**config.mk**
```make
export PLATFORM = sky130hd
export DESIGN_NAME = mdu_issue_controller_flat
export DESIGN_NICKNAME = d
export VERILOG_FILES = /design/src/rtl/mdu_issue_if.sv /design/src/rtl/mdu_issue_controller.sv /design/src/flat_wrapper.sv
export SDC_FILE = /design/constraint.sdc
export NUM_CORES = 1
export LEC_CHECK = 0
export ABC_AREA = 1
export BUFFER_PORTS_ARGS = -buffer_cell sky130_fd_sc_hd__clkbuf_2
export CORE_ASPECT_RATIO = 1.4
export CORE_UTILIZATION = 41
export DETAILED_ROUTE_END_ITERATION = 16
export PLACE_DENSITY = 0.77
export SYNTH_ARGS = -nofsm -noshare
export SYNTH_HDL_FRONTEND = slang
export SYNTH_SLANG_ARGS = --single-unit
```
**constraint.sdc**
```tcl
create_clock -name clock -period 1.6 [get_ports clock]
set_input_delay 0.32 -clock clock [delete_from_list [all_inputs] [get_ports clock]]
set_output_delay 0.32 -clock clock [all_outputs]
set_load 0.01 [all_outputs]
```
**src/rtl/mdu_issue_if.sv**
```systemverilog
// Request, MDU-drive and writeback signals between the execute stage, the MDU issue controller and the MDU.
interface mdu_issue_if;
  localparam int unsigned OP_W   = 3;
  localparam int unsigned XLEN   = 32;
  localparam int unsigned REG_W  = 5;

  logic              reqValid;
  logic [OP_W-1:0]   reqOp;
  logic [XLEN-1:0]   reqOperand1;
  logic [XLEN-1:0]   reqOperand2;
  logic [REG_W-1:0]  reqDest;
  logic              flush;
  logic              stall;
  logic [OP_W-1:0]   mduOperation;
  logic [XLEN-1:0]   mduOperand1;
  logic [XLEN-1:0]   mduOperand2;
  logic              mduStart;
  logic              mduBusy;
  logic [XLEN-1:0]   mduDataRead;
  logic              wbValid;
  logic [REG_W-1:0]  wbDest;
  logic [XLEN-1:0]   wbData;
  logic [XLEN-1:0]   stallCycles;
  logic              timeoutError;

  modport slave (
    input  reqValid, reqOp, reqOperand1, reqOperand2, reqDest, flush, mduBusy, mduDataRead,
    output stall, mduOperation, mduOperand1, mduOperand2, mduStart,
           wbValid, wbDest, wbData, stallCycles, timeoutError
  );

  modport master (
    output reqValid, reqOp, reqOperand1, reqOperand2, reqDest, flush, mduBusy, mduDataRead,
    input  stall, mduOperation, mduOperand1, mduOperand2, mduStart,
           wbValid, wbDest, wbData, stallCycles, timeoutError
  );
endinterface

```
**src/rtl/mdu_issue_controller.sv**
```systemverilog
// Issue stage in front of the MDU: gates MDU op/start, stalls while busy, registers HI/LO reads
// into a writeback pulse, and tracks stall statistics plus a sticky hung-operation watchdog.
module mdu_issue_controller #(
  parameter int unsigned TIMEOUT_CYCLES = 32
) (
  input logic       clock,
  input logic       reset,
  mdu_issue_if.slave bus
);
  localparam int unsigned XLEN     = 32;
  localparam int unsigned OP_W     = 3;
  localparam int unsigned REG_W    = 5;
  localparam int unsigned STREAK_W = $clog2(TIMEOUT_CYCLES + 1);

  typedef enum logic {IDLE, STALLED} state_t;

  state_t              state, state_next;
  logic [STREAK_W-1:0] streak, streak_next;
  logic                timeout_hit;
  logic                accept, stall_now, read_issue;
  logic                wb_valid;
  logic [REG_W-1:0]    wb_dest;
  logic [XLEN-1:0]     wb_data;
  logic [XLEN-1:0]     stall_cycles;
  logic                timeout_error;

  assign accept     = bus.reqValid & ~bus.flush & ~bus.mduBusy;
  assign stall_now  = bus.reqValid & ~bus.flush &  bus.mduBusy;
  assign read_issue = accept & ~bus.reqOp[2] & ~bus.reqOp[1];

  // Idle MDU sees READ_HI with zero operands: the MDU commits HI/LO writes on op code alone.
  assign bus.stall        = stall_now;
  assign bus.mduOperation = accept ? bus.reqOp : OP_W'(0);
  assign bus.mduOperand1  = accept ? bus.reqOperand1 : XLEN'(0);
  assign bus.mduOperand2  = accept ? bus.reqOperand2 : XLEN'(0);
  assign bus.mduStart     = accept & bus.reqOp[2];

  assign bus.wbValid      = wb_valid;
  assign bus.wbDest       = wb_dest;
  assign bus.wbData       = wb_data;
  assign bus.stallCycles  = stall_cycles;
  assign bus.timeoutError = timeout_error;

  always_ff @(posedge clock or negedge reset) begin
    if (!reset) begin
      state  <= IDLE;
      streak <= '0;
    end else begin
      state  <= state_next;
      streak <= streak_next;
    end
  end

  // Stall-streak FSM; the streak saturates at the watchdog threshold.
  always_comb begin
    state_next  = state;
    streak_next = streak;
    timeout_hit = 1'b0;
    case (state)
      IDLE: begin
        if (stall_now) begin
          state_next  = STALLED;
          streak_next = STREAK_W'(1);
        end
      end
      STALLED: begin
        if (stall_now) begin
          if (streak < STREAK_W'(TIMEOUT_CYCLES)) streak_next = streak + STREAK_W'(1);
        end else begin
          state_next  = IDLE;
          streak_next = '0;
        end
      end
      default: begin
        state_next  = IDLE;
        streak_next = '0;
      end
    endcase
    if (streak_next == STREAK_W'(TIMEOUT_CYCLES)) timeout_hit = 1'b1;
  end

  always_ff @(posedge clock or negedge reset) begin
    if (!reset) begin
      wb_valid      <= 1'b0;
      wb_dest       <= '0;
      wb_data       <= '0;
      stall_cycles  <= '0;
      timeout_error <= 1'b0;
    end else begin
      wb_valid <= read_issue;
      if (read_issue) begin
        wb_dest <= bus.reqDest;
        wb_data <= bus.mduDataRead;
      end
      if (stall_now && (stall_cycles != '1)) stall_cycles <= stall_cycles + XLEN'(1);
      if (timeout_hit) timeout_error <= 1'b1;
    end
  end
endmodule

```
**src/flat_wrapper.sv**
```systemverilog
// flat-port wrapper written by rule: the top's interface ports become plain ports
module mdu_issue_controller_flat 
#(
  parameter int unsigned TIMEOUT_CYCLES = 32
)
  (clock, reset, bus_reqValid, bus_reqOp, bus_reqOperand1, bus_reqOperand2, bus_reqDest, bus_flush, bus_mduBusy, bus_mduDataRead, bus_stall, bus_mduOperation, bus_mduOperand1, bus_mduOperand2, bus_mduStart, bus_wbValid, bus_wbDest, bus_wbData, bus_stallCycles, bus_timeoutError);
  mdu_issue_if bus_i ();
  input logic clock;
  input logic reset;
  input wire logic [$bits(bus_i.reqValid)-1:0] bus_reqValid;
  input wire logic [$bits(bus_i.reqOp)-1:0] bus_reqOp;
  input wire logic [$bits(bus_i.reqOperand1)-1:0] bus_reqOperand1;
  input wire logic [$bits(bus_i.reqOperand2)-1:0] bus_reqOperand2;
  input wire logic [$bits(bus_i.reqDest)-1:0] bus_reqDest;
  input wire logic [$bits(bus_i.flush)-1:0] bus_flush;
  input wire logic [$bits(bus_i.mduBusy)-1:0] bus_mduBusy;
  input wire logic [$bits(bus_i.mduDataRead)-1:0] bus_mduDataRead;
  output wire logic [$bits(bus_i.stall)-1:0] bus_stall;
  output wire logic [$bits(bus_i.mduOperation)-1:0] bus_mduOperation;
  output wire logic [$bits(bus_i.mduOperand1)-1:0] bus_mduOperand1;
  output wire logic [$bits(bus_i.mduOperand2)-1:0] bus_mduOperand2;
  output wire logic [$bits(bus_i.mduStart)-1:0] bus_mduStart;
  output wire logic [$bits(bus_i.wbValid)-1:0] bus_wbValid;
  output wire logic [$bits(bus_i.wbDest)-1:0] bus_wbDest;
  output wire logic [$bits(bus_i.wbData)-1:0] bus_wbData;
  output wire logic [$bits(bus_i.stallCycles)-1:0] bus_stallCycles;
  output wire logic [$bits(bus_i.timeoutError)-1:0] bus_timeoutError;
  assign bus_i.reqValid = bus_reqValid;
  assign bus_i.reqOp = bus_reqOp;
  assign bus_i.reqOperand1 = bus_reqOperand1;
  assign bus_i.reqOperand2 = bus_reqOperand2;
  assign bus_i.reqDest = bus_reqDest;
  assign bus_i.flush = bus_flush;
  assign bus_i.mduBusy = bus_mduBusy;
  assign bus_i.mduDataRead = bus_mduDataRead;
  assign bus_stall = bus_i.stall;
  assign bus_mduOperation = bus_i.mduOperation;
  assign bus_mduOperand1 = bus_i.mduOperand1;
  assign bus_mduOperand2 = bus_i.mduOperand2;
  assign bus_mduStart = bus_i.mduStart;
  assign bus_wbValid = bus_i.wbValid;
  assign bus_wbDest = bus_i.wbDest;
  assign bus_wbData = bus_i.wbData;
  assign bus_stallCycles = bus_i.stallCycles;
  assign bus_timeoutError = bus_i.timeoutError;
  mdu_issue_controller #(.TIMEOUT_CYCLES(TIMEOUT_CYCLES)) u_core (.clock(clock), .reset(reset), .bus(bus_i));
endmodule
```
==> results.toml <==
[run_status]
status = "finished, violations left"
violations = "hold timing"

[drt]
vias_per_cell = 4.53
first_iter_violations = 257
drt_wl_total_microns = 14200
drc_errors = 0
drtAntennaViolNets = 0
vias = 5109
drt_pass1_iterations = 5
wire_per_inst_microns = 12.6

[pwr]
vdd_ir_drop_max_v = 0.000588
p_leak_nw = 4.14
p_per_area_nw_per_um2 = 863

[global_route]
grt_first_pass_wirelength_microns = 22300
gr-usage-all-layers_pct = 24.8
grt_overflow_total = 0
grt_max_degree = 79
grt_pass1_vias = 4677
antenna_found_initial = 0

[clock_tree]
cts_buffers = 9
cts_hold_buf = 0
clk_path_buf_depth = 2
path_clk_slew_ns = 0.06
clk_root_buffer_cell = "clkbuf_16"
insertion_delay_ns = 0.34
cts_tree = "built"
ctsHtreeMaxLevel = 3
clock_sinks = 78

[logic_synthesis]
synth.distinct_cells = 23
synth.largest_area_cell = "dfrtp_1"
synth_common_cells = "nand2_1, nor2_1, inv_1"
synth_top_area_share_pct = 42.8
syn_inst = 696
ys.flop_type = "dfrtp_1"
syn_area_sq_um = 4560
ys_ff_latch = 78
synth_area_leaders = "dfrtp_1, nand2_1, nor2_1, inv_1, nand3b_1"
avgSynthCellArea_sq_um = 6.55
synth_nets = 807
synth_edf_count = 0
yosysWarnings = 0
synth_most_common_cell = "nand2_1"
synth_seq_area_share_pct = 42.8
synthArstFlopShare_pct = 100

[timing]
hold-worst-slack_ns = -0.0210
rsz0062_at_grt = "yes"
finalClockSkew_ns = 0.00764
final.setup.tns_ns = 0
hold_viol_final = 10
period_needed_ns = 1.55
fmax_mhz = 644
worstMarginPinSlew_ns = 0.432
drv_slew = 0
setup_viol = 0
relSlewSlack_pct = 71.2
fin_crit_sh_pct = 97.1

[cells_and_area]
fin_nets = 1092
antenna_cells = 0
area_growth_pct = 45.3
drive_above_1_share_pct = 34.1
fillers = 1043
final_core_util_pct = 61.3

[floorplan]
start_util_pct = 42.2
fp.dieW_microns = 91.1
rows = 45
core_area_sq_um = 10800
num_io_pins = 249
die-area_sq_um = 11600
die-height_microns = 127

[job]
cap_violations = 0

[critical_path]
crit_type = "in2out"
end_kind = "output pin"
crit_start = "bus_flush"
r2r_start = "u_core.bus.stallCycles[1]"
startpoint_type = "primary input"
worstPathArrival_ns = 1.23
required_ns = 1.28
critPathMaxFanout = 38

[place]
io_buffers = 248
gp_congestion = 0.912
hpwlAfterDp_microns = 11200

[hold_path]
hold_class = "in2async"
## path summary, 6_finish.rpt
kind | slack (ns) | end | depth (start not counted)
max in group asynchronous | 1.25 | u_core.bus.stallCycles[0] | 2
min reg2reg | 0.46 | u_core.bus.timeoutError | 2
max reg2reg | 0.08 | u_core.bus.stallCycles[31] | 10
max | 0.05 | bus_mduOperation[0] | 6
min | -0.02 | u_core.bus.stallCycles[4] | 2
min in group clock | 0.17 | u_core.bus.wbData[13] | 3
## power breakdown
group	leakage [nW]	switching, W	total, W	internal, W
registers	1.03	0.000187	0.00241	0.00223
logic	2.97	0.000678	0.00124	0.000566
clock network	0.142	0.000846	0.00206	0.00121
total	4.14	0.00171	0.00572	0.00400
## metal layers
metal | global-route usage [%] | vias up | share of wire [%]
li1 | - | 2600 | -
met1 | 29.7 | 2279 | 41
met2 | 42.2 | 205 | 49
met3 | 6.83 | 25 | 8.2
met4 | 9.80 | 0 | 2.3
met5 | 0 | - | 0
## state kept, by name, indices dropped and copies added (netlist names)
| register | cells |
|---|---|
| u_core.state | 1 |
| u_core.bus.timeoutError | 1 |
| u_core.bus.wbDest | 5 |
| u_core.bus.wbValid | 1 |
| u_core.streak | 6 |
| u_core.bus.stallCycles | 32 |
| u_core.bus.wbData | 32 |
## cell type report
class	count	area [sq um]	area share, %
multi-input combinational	495	2140	32.3
sequential	78	1960	29.5
timing repair buffer	295	1660	25.1
inverter	102	388	5.86
clock buffer	9	225	3.40
tap	141	176	2.66
clock inverter	7	72.6	1.10
## cell usage in the layout (no fill, tap or decap), types with 2 or more instances in the layout
cell type,instances
o21ai_0,5
nand3b_1,13
nand2_1,314
nand2_4,2
inv_1,98
inv_6,2
nor2_2,9
inv_2,3
clkbuf_2,247
nand4_1,3
buf_12,5
dfrtp_1,75
a21oi_1,2
dfrtp_2,3
nor2_4,3
clkbuf_16,9
clkinvlp_4,2
xor2_1,11
nand3_1,9
nor2_1,112
buf_4,42
xnor2_1,6
clkinv_2,2
## per-stage QoR
| stage | worst slack (ns) | area [sq um] | hold WS [ns] | power (W) | instances |
|---|---|---|---|---|---|
| CTS | 0.00776 | 6540 | 0.0136 | 0.00573 | 1123 |
| global placement | -0.0362 | 6230 | 0.377 | 0.00363 | 1107 |
| finish | 0.0468 | 6620 | -0.0210 | 0.00572 | 1127 |
| detailed placement | -0.105 | 6230 | 0.375 | 0.00366 | 1107 |
| global route | -0.00901 | 6620 | 0.0121 | 0.00602 | 1127 |
| floorplan | 0.00223 | 4560 | 0.0244 | 0.00301 | 696 |
## kinds of logic (layout without fill, tap and decap cells)
logic type / Yosys count / in the layout / share of synthesized area [%]
XOR/XNOR: 17 / 17 / 3.27
adder cells (fa/ha/maj): 2 / 2 / 0.549
AND/OR/NAND/NOR: 469 / 469 / 41.4
flip-flops: 78 / 78 / 42.8
AO/OA/AOI/OAI: 7 / 7 / 0.768
buffers and inverters: 123 / 413 / 11.2
## critical path, stage by stage
cell and delay (ns):
clkbuf_2 0.11, nor3_4 0.22, inv_2 0.09, buf_12 0.18, nor2_1 0.14, clkbuf_2 0.16
## repair_timing
item | in CTS | in global routing
endpoints found under the setup margin | 65 | 70
pin swaps | 0 | 1
resized for setup | 1 | 14
hold endpoints to repair | 0 | 0
buffers inserted | 0 | 4
Power figures use the tool's default switching activity.
